--- config.mk ---
export PLATFORM = sky130hd
export DESIGN_NAME = alu_cmd_sequencer
export DESIGN_NICKNAME = d
export VERILOG_FILES = /design/src/rtl/alu_pkg.sv /design/src/rtl/alu_seq_settle_ctr.sv /design/src/rtl/alu_cmd_sequencer.sv
export SDC_FILE = /design/constraint.sdc
export NUM_CORES = 1
export LEC_CHECK = 0
export BUFFER_PORTS_ARGS = -buffer_cell sky130_fd_sc_hd__buf_2
export CAP_MARGIN = 20
export CORE_ASPECT_RATIO = 0.6
export CORE_MARGIN = 5
export CORE_UTILIZATION = 53
export CTS_CLUSTER_DIAMETER = 120
export CTS_CLUSTER_SIZE = 40
export DETAILED_ROUTE_END_ITERATION = 10
export PLACE_DENSITY = 0.95
export SLEW_MARGIN = 10
export SYNTH_ARGS = -nofsm -noshare
export SYNTH_HDL_FRONTEND = slang
export SYNTH_SLANG_ARGS = --single-unit
--- constraint.sdc ---
create_clock -name clk -period 4.5 [get_ports clk]
set_input_delay 0.225 -clock clk [delete_from_list [all_inputs] [get_ports clk]]
set_output_delay 0.225 -clock clk [all_outputs]
set_load 0.1 [all_outputs]
--- src/rtl/alu_pkg.sv ---
// Shared opcodes, result codes and FSM state type for the ALU command sequencer.
package alu_pkg;

  localparam logic [3:0] OP_ADD   = 4'd0;
  localparam logic [3:0] OP_SUB   = 4'd1;
  localparam logic [3:0] OP_MUL   = 4'd2;
  localparam logic [3:0] OP_DIV   = 4'd3;
  localparam logic [3:0] OP_MOD   = 4'd4;
  localparam logic [3:0] OP_LOAD  = 4'd14;
  localparam logic [3:0] OP_CLEAR = 4'd15;

  localparam logic [1:0] ERR_OK    = 2'd0;
  localparam logic [1:0] ERR_SAT   = 2'd1;
  localparam logic [1:0] ERR_ALU   = 2'd2;
  localparam logic [1:0] ERR_UNSUP = 2'd3;

  typedef enum logic [1:0] {
    ST_IDLE,
    ST_SETTLE,
    ST_RESULT
  } seq_state_t;

endpackage

--- src/rtl/alu_seq_settle_ctr.sv ---
// Loadable down-counter that times how long the ALU inputs are held before capture.
module alu_seq_settle_ctr #(
  parameter int CTR_W = 4
) (
  input  logic             clk,
  input  logic             rst_n,
  input  logic             i_load,
  input  logic [CTR_W-1:0] i_load_val,
  input  logic             i_dec,
  output logic             o_zero
);

  logic [CTR_W-1:0] r_count;

  // NOTE: sequential state is assigned with <= so every flop samples pre-edge values.
  always_ff @(posedge clk or negedge rst_n) begin
    if (!rst_n) begin
      r_count <= '0;
    end else if (i_load) begin
      r_count <= i_load_val;
    end else if (i_dec && (r_count != '0)) begin
      r_count <= r_count - 1'b1;
    end
  end

  assign o_zero = (r_count == '0);

endmodule

--- src/rtl/alu_cmd_sequencer.sv ---
// Accumulator-based command front end for the combinational BreadBoard ALU.
// Define ALU_SEQ_SAT_EN to clamp captured results to the signed DATA_W range.
module alu_cmd_sequencer
  import alu_pkg::*;
#(
  parameter int DATA_W        = 16,
  parameter int RES_W         = 32,
  parameter int SETTLE_CYCLES = 2
) (
  input  logic              clk,
  input  logic              rst_n,
  input  logic              cmd_valid,
  output logic              cmd_ready,
  input  logic [3:0]        cmd_op,
  input  logic [DATA_W-1:0] cmd_operand,
  output logic [DATA_W-1:0] alu_input1,
  output logic [DATA_W-1:0] alu_input2,
  output logic [3:0]        alu_op_code,
  input  logic [RES_W-1:0]  alu_output1,
  input  logic [1:0]        alu_err_code,
  output logic              res_valid,
  input  logic              res_ready,
  output logic [RES_W-1:0]  res_data,
  output logic [1:0]        res_err,
  output logic              busy
);

  localparam int CTR_W = 4;

`ifdef ALU_SEQ_SAT_EN
  localparam logic signed [RES_W-1:0] SAT_MAX = RES_W'((1 << (DATA_W-1)) - 1);
  localparam logic signed [RES_W-1:0] SAT_MIN = -SAT_MAX - 1;
`endif

  seq_state_t        r_state, w_state_nxt;
  logic [RES_W-1:0]  r_acc, w_acc_nxt;
  logic [DATA_W-1:0] r_in1, w_in1_nxt;
  logic [DATA_W-1:0] r_in2, w_in2_nxt;
  logic [3:0]        r_op, w_op_nxt;
  logic [1:0]        r_err, w_err_nxt;
  logic              w_ctr_load;
  logic              w_ctr_zero;

  alu_seq_settle_ctr #(.CTR_W(CTR_W)) u_settle_ctr (
    .clk        (clk),
    .rst_n      (rst_n),
    .i_load     (w_ctr_load),
    .i_load_val (CTR_W'(SETTLE_CYCLES - 1)),
    .i_dec      (r_state == ST_SETTLE),
    .o_zero     (w_ctr_zero)
  );

  always_ff @(posedge clk or negedge rst_n) begin
    if (!rst_n) begin
      r_state <= ST_IDLE;
      r_acc   <= '0;
      r_in1   <= '0;
      r_in2   <= '0;
      r_op    <= '0;
      r_err   <= ERR_OK;
    end else begin
      r_state <= w_state_nxt;
      r_acc   <= w_acc_nxt;
      r_in1   <= w_in1_nxt;
      r_in2   <= w_in2_nxt;
      r_op    <= w_op_nxt;
      r_err   <= w_err_nxt;
    end
  end

  // NOTE: every output of this block is defaulted first so no path infers a latch.
  always_comb begin
    w_state_nxt = r_state;
    w_acc_nxt   = r_acc;
    w_in1_nxt   = r_in1;
    w_in2_nxt   = r_in2;
    w_op_nxt    = r_op;
    w_err_nxt   = r_err;
    w_ctr_load  = 1'b0;
    unique case (r_state)
      ST_IDLE: begin
        if (cmd_valid && cmd_ready) begin
          w_state_nxt = ST_RESULT;
          case (cmd_op)
            OP_ADD, OP_SUB, OP_MUL, OP_DIV, OP_MOD: begin
              w_in1_nxt   = r_acc[DATA_W-1:0];
              w_in2_nxt   = cmd_operand;
              w_op_nxt    = cmd_op;
              w_ctr_load  = 1'b1;
              w_state_nxt = ST_SETTLE;
            end
            OP_LOAD: begin
              w_acc_nxt = {{(RES_W-DATA_W){cmd_operand[DATA_W-1]}}, cmd_operand};
              w_err_nxt = ERR_OK;
            end
            OP_CLEAR: begin
              w_acc_nxt = '0;
              w_err_nxt = ERR_OK;
            end
            default: w_err_nxt = ERR_UNSUP;
          endcase
        end
      end
      ST_SETTLE: begin
        if (w_ctr_zero) begin
          w_state_nxt = ST_RESULT;
          // Bit 1 flags divide/mod by zero; bit 0 alone is not an error here.
          if (alu_err_code >= 2'b10) begin
            w_err_nxt = ERR_ALU;
          end else begin
            w_acc_nxt = alu_output1;
            w_err_nxt = ERR_OK;
`ifdef ALU_SEQ_SAT_EN
            if ($signed(alu_output1) > SAT_MAX) begin
              w_acc_nxt = SAT_MAX;
              w_err_nxt = ERR_SAT;
            end else if ($signed(alu_output1) < SAT_MIN) begin
              w_acc_nxt = SAT_MIN;
              w_err_nxt = ERR_SAT;
            end
`endif
          end
        end
      end
      ST_RESULT: begin
        if (res_ready) w_state_nxt = ST_IDLE;
      end
      default: w_state_nxt = ST_IDLE;
    endcase
  end

  // Held low while reset is asserted so commands presented during reset are ignored.
  assign cmd_ready   = rst_n && (r_state == ST_IDLE);
  assign res_valid   = (r_state == ST_RESULT);
  assign busy        = (r_state != ST_IDLE);
  assign res_data    = r_acc;
  assign res_err     = r_err;
  assign alu_input1  = r_in1;
  assign alu_input2  = r_in2;
  assign alu_op_code = r_op;

endmodule

==> flow_summary_export.csv, run 1 <==
group,metric,value,unit
run_status,outcome,"completed",
route,vias_per_cell,5.16,
floorplanning,coreArea,6590,sq um
floorplanning,die_area,8470,sq um
placed_design,gp_congestion,0.789,
synthesis,netlist.top_cell.by_area,"dfrtp_1",
timing,setup_viol,0,
critical_path,required,4.74,ns
timing,maxSlewHeadroom,30.6,%
cts,post_cts_resized,0,
grt,grt_usage,19.7,%
route,wire_per_inst,16.6,microns
cts,clk-insertion-delay-late,0.34,ns
placed_design,hpwl,5.82,mm
timing,fin_crit,2.27,ns
timing,timing.setup.tns,0,ns
route,first_pass_iters,4,
cts,numCtsBuffers,9,
cts,cts_sinks,76,
final_layout,layout_commonest_cell,"buf_2",
timing,layout_setup_ws,2.23,ns
synthesis,synth.top_cell.area_share,53.7,%
floorplanning,io_pins,131,
critical_path,critPathCaptureType,"flop",
grt,first_global_vias,2485,
cts,path_clk_slew,0.08,ns
synthesis,async_reset_ff_share,100,%
timing,maxSlewViolCount,0,
final_layout,fin_cells,488,
min_path,hold_depth,2,
final_layout,layout_common_cells,"128 x buf_2, 76 x dfrtp_1, 35 x nand2_1",
route,finalWirelength,8.08,mm
synthesis,ys_warn_count,0,
synthesis,synth_edf_count,0,
synthesis,avgSynthCellArea,13.0,sq um
timing,rsz0062_at_grt,"no",
floorplanning,start_util,53.8,%
critical_path,worstSetupStartpointType,"flop",
cts,htree_num_levels,3,
synthesis,ys_types,43,
route,route.detailed.drc,0,
placed_design,portBuffers,129,
synthesis,synth.yosys.seq_area_share,53.7,%
floorplanning,rows,23,
grt,grt_max_degree,79,
critical_path,rr_endpoint,"res_data[1]",
timing,tightest_slew,1.04,ns
synthesis,syn_nets,332,
route,vias,2519,
synthesis,synthTopCellsByArea,"dfrtp_1 54%, mux2_4 14%, mux2i_1 4.5%",
critical_path,reg2reg_slack,2.23,ns
timing,finalCritPeriodShare,50.4,%
placed_design,post-place-cells,472,
critical_path,ff2ff_path_depth,3,
final_layout,synthToLayoutAreaGrowth,22.5,%
cts,hold_buffers,0,
timing,skew,0.00661,ns
final_layout,fin_nets,456,
critical_path,crit_fanout,34,
critical_path,endpoint,"res_data[1]",
cts,cts_buffer_depth,2,
cts,cts-root-buf,"clkbuf_8",
floorplanning,die_h,73.3,microns
critical_path,r2r-start,"r_state[0]",
critical_path,worst_ep_arrival_time,2.51,ns
timing,max_clock_freq,441,MHz
synthesis,syn_area,3540,sq um
synthesis,synth_flop_cell,"dfrtp_1",
final_layout,drive_gt1_share,49.6,%
cts,postCtsSetupBuffers,0,
min_path,hp-class,"in2reg",
grt,grt_overflow,0,
floorplanning,die_x,116,microns
synthesis,ys_ff_latch,76,
timing,hold_violations,0,
flow_run,drv_cap,0,
synthesis,synth_cells,272,
route,final_antenna_net_count,0,
final_layout,antenna_cells,0,
grt,antenna_found_initial,0,
grt,grt_pass1_wl,12.8,mm
critical_path,worstSetupStartpoint,"r_state[0]",
critical_path,timing.setup.critical_path_class,"reg2reg",
cts,tritoncts,"yes",
placed_design,pre_cts_ws,2.26,ns
route,first_iter_violations,170,
-- flip-flops by register name (all words and copies together) (netlist names) --
name                  cells
res_data                 32
alu_input1               16
alu_input2               16
alu_op_code               4
u_settle_ctr.r_count      4
r_state                   2
res_err                   2
-- worst max-delay path, stage by stage, from the launching register on --
cell,delay [ns]
dfrtp_1,0.50
nor2b_4,0.91
nor2_2,0.41
o31ai_1,0.34
-- metal layers --
| layer | share of wire [%] | global-route usage [%] |
|---|---|---|
| met3 | 7.8 | 6.67 |
| met4 | 0.24 | 4.04 |
| met1 | 47 | 27.8 |
| met2 | 45 | 29.9 |
| met5 | 0 | 0 |
-- through the flow --
| step | util [%] | hold slack (ns) | instance area, sq um |
|---|---|---|---|
| 6_report | 65.9 | 0.0833 | 4340 |
| 5_1_grt | 65.9 | 0.0717 | 4340 |
| 4_1_cts | 65.9 | 0.0723 | 4340 |
| 3_5_place_dp | 62.9 | 0.452 | 4150 |
| 3_3_place_gp | 62.9 | 0.418 | 4150 |
| 2_1_floorplan | - | -0.0706 | 3540 |
-- cell usage after synthesis, drive strengths merged, types with 3 or more instances --
cell / instances
a21oi: 18
and3: 3
buf: 16
dfrtp: 76
inv: 4
mux2: 35
mux2i: 16
nand2: 35
nor2: 8
o21ai: 18
o31ai: 16
-- final cells by class --
| cell class | instances | area, sq um |
|---|---|---|
| Sequential cell | 76 | 1900 |
| Tap cell | 87 | 109 |
| Timing Repair Buffer | 131 | 663 |
| Clock buffer | 10 | 128 |
| Clock inverter | 6 | 65.1 |
| Multi-Input combinational cell | 174 | 1460 |
| Inverter | 4 | 15.0 |
| Fill cell | 531 | 2250 |
-- cell families after synthesis --
| group | after synthesis | share of synthesized area, % |
|---|---|---|
| AO/OA/AOI/OAI | 59 | 12.2 |
| XOR/XNOR | 1 | 0.247 |
| adder cells (fa/ha/maj) | 2 | 0.706 |
| buffers and inverters | 22 | 5.37 |
| flip-flops | 76 | 53.7 |
| multiplexers | 51 | 19.2 |
| AND/OR/NAND/NOR | 61 | 8.55 |
-- worst min path at each step --
| stage | start | slack (ns) | endpoint |
|---|---|---|---|
| 4_1_cts | res_ready | 0.07 | r_state[1] |
| 3_3_place_gp | res_ready | 0.42 | r_state[1] |
| 5_1_grt | res_ready | 0.07 | r_state[1] |
| 6_report | res_ready | 0.08 | r_state[1] |
| 3_5_place_dp | res_ready | 0.45 | r_state[1] |
| 2_1_floorplan | rst_n | -0.07 | alu_input1[0] |
Power of run 1 is not shown: default switching activity piles up to over one toggle a cycle in this logic, so the estimate is an artifact.
==> run 2, diff against run 1 <==
ABC_AREA = 1   (was default)
CORE_UTILIZATION = 49   (was 53)
PLACE_DENSITY = 0.9   (was 0.95)
clock period = 2.1 ns   (was 4.5 ns; I/O delays follow)
==> run 2 against run 1 <==
Compared with the run above: clock skew decreased by 0.0014 ns; global-route usage increased by 3.4 points; synthesized cell count rose by 65%; first-iteration DRC count is 49% higher; register-to-register slack worse by 1.8 ns; sequential share of layout area shrank 3.4 points; flip-flop and latch count is the same; utilization fell by 0.52 points; via count is 36% higher; wire length up 25%; non-clock buffer count up 21; clock-buffer cell count grew 3; largest cell class unchanged.
==> flow_summary_export.csv, run 2 <==
group,metric,value,unit
cts,tritoncts,"yes",
floorplanning,die_x,120,microns
placed_design,gp_congestion,0.834,
cts,postCtsSetupBuffers,0,
synthesis,netlist.top_cell.by_area,"dfrtp_1",
cts,numCtsBuffers,9,
grt,grt_pass1_wl,16.8,mm
timing,hold_violations,0,
synthesis,synth.top_cell.area_share,53.0,%
critical_path,worst_ep_arrival_time,1.97,ns
route,finalWirelength,10.1,mm
timing,rsz0062_at_grt,"no",
placed_design,portBuffers,129,
critical_path,critical_path.cell_chain,"nor2_4, nand2_1, nor2_1, nand2_2, clkinv_2, nand2_1, nand2_1",
critical_path,critPathCaptureType,"flop",
timing,max_clock_freq,587,MHz
final_layout,fillers,603,
critical_path,reg2reg_slack,0.40,ns
floorplanning,start_util,49.8,%
critical_path,path_common_cell,"nand2_1",
route,vias,3425,
critical_path,crit_fanout,36,
route,route.detailed.drc,0,
route,first_pass_iters,4,
timing,maxSlewViolCount,0,
route,vias_per_cell,4.97,
grt,antenna_found_initial,0,
final_layout,layout_commonest_cell,"nand2_1",
floorplanning,rows,24,
critical_path,r2r-start,"r_state[0]",
placed_design,hpwl,6.69,mm
floorplanning,die_h,76.3,microns
critical_path,rr_endpoint,"alu_input2[12]",
timing,finalCritPeriodShare,81.1,%
synthesis,async_reset_ff_share,100,%
synthesis,synth.yosys.seq_area_share,53.0,%
route,first_iter_violations,253,
critical_path,timing.setup.critical_path_class,"reg2reg",
critical_path,critPathMaxStageDelay,0.45,ns
cts,cts_buffer_depth,2,
cts,cts-root-buf,"clkbuf_16",
synthesis,netlist_top_cells_count,"271 x nand2_1, 76 x dfrtp_1, 26 x nand3_1, 19 x nand2_2, 14 x inv_1",
cts,clk-insertion-delay-late,0.33,ns
timing,timing.setup.tns,0,ns
grt,first_global_vias,3516,
final_layout,largest_reg_flops,32,
timing,setup_viol,0,
timing,tightest_slew,0.556,ns
critical_path,slowest_stage,"dfrtp_1",
final_layout,synthToLayoutAreaGrowth,31.2,%
floorplanning,coreArea,7210,sq um
run_status,outcome,"completed",
final_layout,fin_nets,654,
synthesis,synth_flop_cell,"dfrtp_1",
critical_path,required,2.36,ns
route,final_antenna_net_count,0,
cts,htree_num_levels,3,
route,wire_per_inst,14.7,microns
synthesis,syn_area,3590,sq um
synthesis,ys_ff_latch,76,
critical_path,endpoint,"alu_input2[12]",
critical_path,worstSetupStartpoint,"r_state[0]",
critical_path,worstSetupStartpointType,"flop",
synthesis,avgSynthCellArea,7.97,sq um
critical_path,ff2ff_path_depth,7,
timing,hold_slack,0.0180,ns
synthesis,synthTopCellsByArea,"dfrtp_1 53%, nand2_1 28%, nand3_1 3.6%",
flow_run,drv_cap,0,
synthesis,ys_warn_count,0,
grt,grt_overflow,0,
grt,grt_usage,23.1,%
floorplanning,io_pins,131,
timing,fin_crit,1.70,ns
cts,path_clk_slew,0.06,ns
floorplanning,die_area,9190,sq um
synthesis,ys_types,27,
cts,cts_sinks,76,
min_path,hp-class,"in2reg",
synthesis,synth_cells,450,
timing,maxSlewHeadroom,62.9,%
final_layout,drive_gt1_share,30.1,%
synthesis,syn_nets,510,
synthesis,synth_edf_count,0,
timing,skew,0.00523,ns
final_layout,layout_common_cells,"271 x nand2_1, 128 x buf_2, 76 x dfrtp_1",
grt,grt_max_degree,43,
final_layout,antenna_cells,0,
synthesis,yosysMostFrequentCell,"nand2_1",
## run 2: cell type report
type / count / area [sq um] / area share [%]
clock inverters: 2 / 35.0 / 0.744
multi-input cells: 336 / 1470 / 31.2
flip-flops and latches: 76 / 1900 / 40.4
well taps: 91 / 114 / 2.42
repair buffers: 152 / 863 / 18.3
clock buffers: 13 / 250 / 5.31
inverters: 19 / 77.6 / 1.65
## run 2: worst min-delay path by stage
stage / slack (ns) / from / depth (start not counted) / end
detailed placement: 0.20 / rst_n / 2 / res_err[1]
global route: 0.02 / cmd_op[0] / 3 / alu_op_code[0]
CTS: 0.002 / cmd_operand[15] / 3 / alu_input2[15]
global placement: 0.19 / rst_n / 2 / res_err[1]
finish: 0.02 / cmd_operand[15] / 3 / alu_input2[15]
floorplan: -0.19 / rst_n / 0 / alu_input1[0]
## run 2: stage by stage
stage          util [%]  cells  instance area, sq um  setup WS [ns]
2_1_floorplan         -    450                  3590         0.0197
3_3_place_gp       59.0    657                  4250          0.474
3_5_place_dp       59.0    657                  4250          0.446
4_1_cts            65.3    689                  4710          0.433
5_1_grt            65.3    689                  4710          0.276
6_report           65.3    689                  4710          0.396
## run 2: logic make-up after synthesis
logic type | Yosys count | synth area share, %
AOI/OAI and AO/OA | 4 | 0.662
xor gates and xnor gates | 1 | 0.244
adders and majority gates | 2 | 0.697
buffers and inverters | 38 | 6.10
DFF | 76 | 53.0
and+or+nand+nor | 329 | 39.3
## run 2: per-layer routing
layer  part of all wire (%)  GRT usage (%)  up-vias
li1                       -              -     1649
met1                     42           29.1     1583
met4                    1.9           8.03        0
met5                      0              0        -
met2                     47           38.4      168
met3                    9.4           6.60       25
## run 2: critical path: cells and delay by family (launching register included)
kind          cells  cell delay (ns)
buf+inv           1             0.40
flops             1             0.45
simple gates      6             0.78
## run 2: timing repair
action	CTS	global route
resized for setup	0	0
hold buffers	17	0
endpoints found under the hold margin	92	0
Power of run 2 is left out for the same reason.
==> run 3, diff against run 2 <==
CORE_UTILIZATION = 45   (was 49)
PLACE_DENSITY = 0.88   (was 0.9)
clock period = 1.5 ns   (was 2.1 ns; I/O delays follow)
==> run 3 against run 2 <==
Compared with the run above: design area up 11%; critical endpoint is now res_data[14]; worst setup slack worse by 0.41 ns; clock skew about the same; clock-buffer cell count down 1; the flow now finishes with violations (negative setup slack); fmax up 12%; final cell count up 6.1%; critical path depth up 2; register-to-register slack worse by 0.41 ns; non-clock buffer count up 22; first-iteration DRC count down 13%.
==> flow_summary_export.csv, run 3 (synthesized netlist as in run 2, its figures left out) <==
group,metric,value,unit
run_status,outcome,"finished with violations",
run_status,violations,"negative setup slack",
timing,setup_viol,12,
critical_path,critical_path.cell_chain,"inv_2, ha_4, nand2_4, nand2_8, nand2_8, nor2_8, clkbuf_16, nand2_2, nand2_1",
critical_path,path_delay_family,"simple AND/OR/NAND/NOR gates",
route,top_layer_used,"met4",
timing,hold_violations,0,
final_layout,layout_common_cells,"230 x nand2_1, 125 x buf_2, 75 x dfrtp_1",
timing,maxSlewViolCount,0,
critical_path,timing.setup.critical_path_class,"reg2reg",
cts,tritoncts,"yes",
cts,htree_num_levels,3,
critical_path,crit_fanout,6,
final_layout,layout_commonest_cell,"nand2_1",
final_layout,fin_nets,678,
timing,hold_slack,0.0511,ns
placed_design,hpwl,7.33,mm
critical_path,path_common_cell,"nand2_8",
route,first_pass_iters,5,
timing,skew,0.00521,ns
route,drt-met1-wl,4.83,mm
critical_path,critPathCaptureType,"flop",
route,vias,3644,
grt,first_global_vias,3616,
timing,fin_crit,1.52,ns
final_layout,largest_reg_flops,32,
timing,maxSlewHeadroom,62.9,%
cts,clk-insertion-delay-late,0.33,ns
floorplanning,coreArea,7820,sq um
min_path,hp-class,"in2reg",
critical_path,worst_ep_arrival_time,1.79,ns
placed_design,gp_congestion,0.807,
final_layout,antenna_cells,0,
placed_design,dpl-instance-area,4430,sq um
grt,grt_pass1_wl,18.0,mm
final_layout,multi_input_area,1670,sq um
critical_path,slowest_stage,"dfrtp_1",
final_layout,fillers,656,
floorplanning,die_h,79.2,microns
flow_run,drv_cap,0,
critical_path,worstSetupStartpointType,"flop",
final_layout,fin_area,5250,sq um
floorplanning,die_area,9920,sq um
floorplanning,rows,25,
route,dr_wl_met2,5.58,mm
final_layout,regArea,1900,sq um
cts,cts-root-buf,"clkbuf_16",
floorplanning,die_x,125,microns
route,route.detailed.drc,0,
route,dr_wl_met3,975,microns
placed_design,portBuffers,129,
floorplanning,start_util,45.9,%
critical_path,path_buf_inv,2,
final_layout,drive_gt1_share,40.4,%
timing,layout_setup_ws,-0.0178,ns
cts,numCtsBuffers,9,
timing,max_clock_freq,659,MHz
critical_path,critPathMaxStageDelay,0.41,ns
cts,cts_buffer_depth,2,
timing,timing.setup.tns,-0.0767,ns
timing,finalCritPeriodShare,101,%
floorplanning,io_pins,131,
route,wire_per_inst,15.8,microns
cts,path_clk_slew,0.06,ns
route,first_iter_violations,219,
grt,antenna_found_initial,0,
final_layout,synthToLayoutAreaGrowth,46.2,%
route,vias_per_cell,4.98,
grt,grt_overflow,0,
timing,tightest_slew,0.556,ns
critical_path,required,1.77,ns
timing,rsz0062_at_grt,"yes",
grt,grt_max_degree,45,
grt,grt_usage,22.8,%
cts,cts_sinks,76,
route,finalWirelength,11.5,mm
route,final_antenna_net_count,0,
run 3: cell types whose count changed in the layout (fill, tap and decap cells not counted), sizes merged:
cell,previous run,this run
nand3,27,28
nand2,294,295
clkinv,2,5
dlygate4sd3,17,20
buf,135,152
bufinv,1,0
clkbuf,13,14
run 3: repair_timing:
item,4_1_cts,5_1_grt
setup endpoints to repair,68,72
resized for setup,7,57
gates cloned,1,4
endpoints found under the hold margin,95,0
hold buffers,20,0
pin swaps,3,67
setup buffers,2,6
run 3: final timing paths:
path	depth (start not counted)	slack (ns)	end	start
worst min-delay path	5	0.05	res_data[5]	alu_output1[5]
worst max-delay path	9	-0.02	res_data[14]	u_settle_ctr.r_count[1]
max in group asynchronous	3	0.71	res_data[9]	rst_n
min in group asynchronous	3	0.36	res_err[1]	rst_n
worst max register to register	9	-0.02	res_data[14]	u_settle_ctr.r_count[1]
worst min register to register	2	0.48	alu_input1[10]	alu_input1[10]
run 3: cell type report:
type	count	area share, %
well taps	108	2.58
clock inverters	4	0.453
repair buffers	174	22.4
multi-input cells	338	31.8
clock buffers	12	4.89
inverters	19	1.57
flip-flops and latches	76	36.3
run 3: metal layers:
metal / vias to the layer above / GRT usage (%)
met5: - / 0
met4: 0 / 6.39
met3: 18 / 7.06
met2: 183 / 37.0
met1: 1740 / 29.7
li1: 1703 / -
run 3: metrics by stage:
step	instances	worst slack (ns)	util (%)
4_1_cts	721	0.0203	63.5
6_report	731	-0.0178	67.1
5_1_grt	731	-0.0664	67.1
2_1_floorplan	450	0.0684	-
3_3_place_gp	682	-0.0260	56.6
3_5_place_dp	682	-0.0835	56.6
run 3: worst min-delay path: stages:
cell and delay, ns:
buf_2 0.07, nand2_1 0.04, nand2_1 0.07, nand2_2 0.05, nand2_2 0.04
Power of run 3 is left out for the same reason.
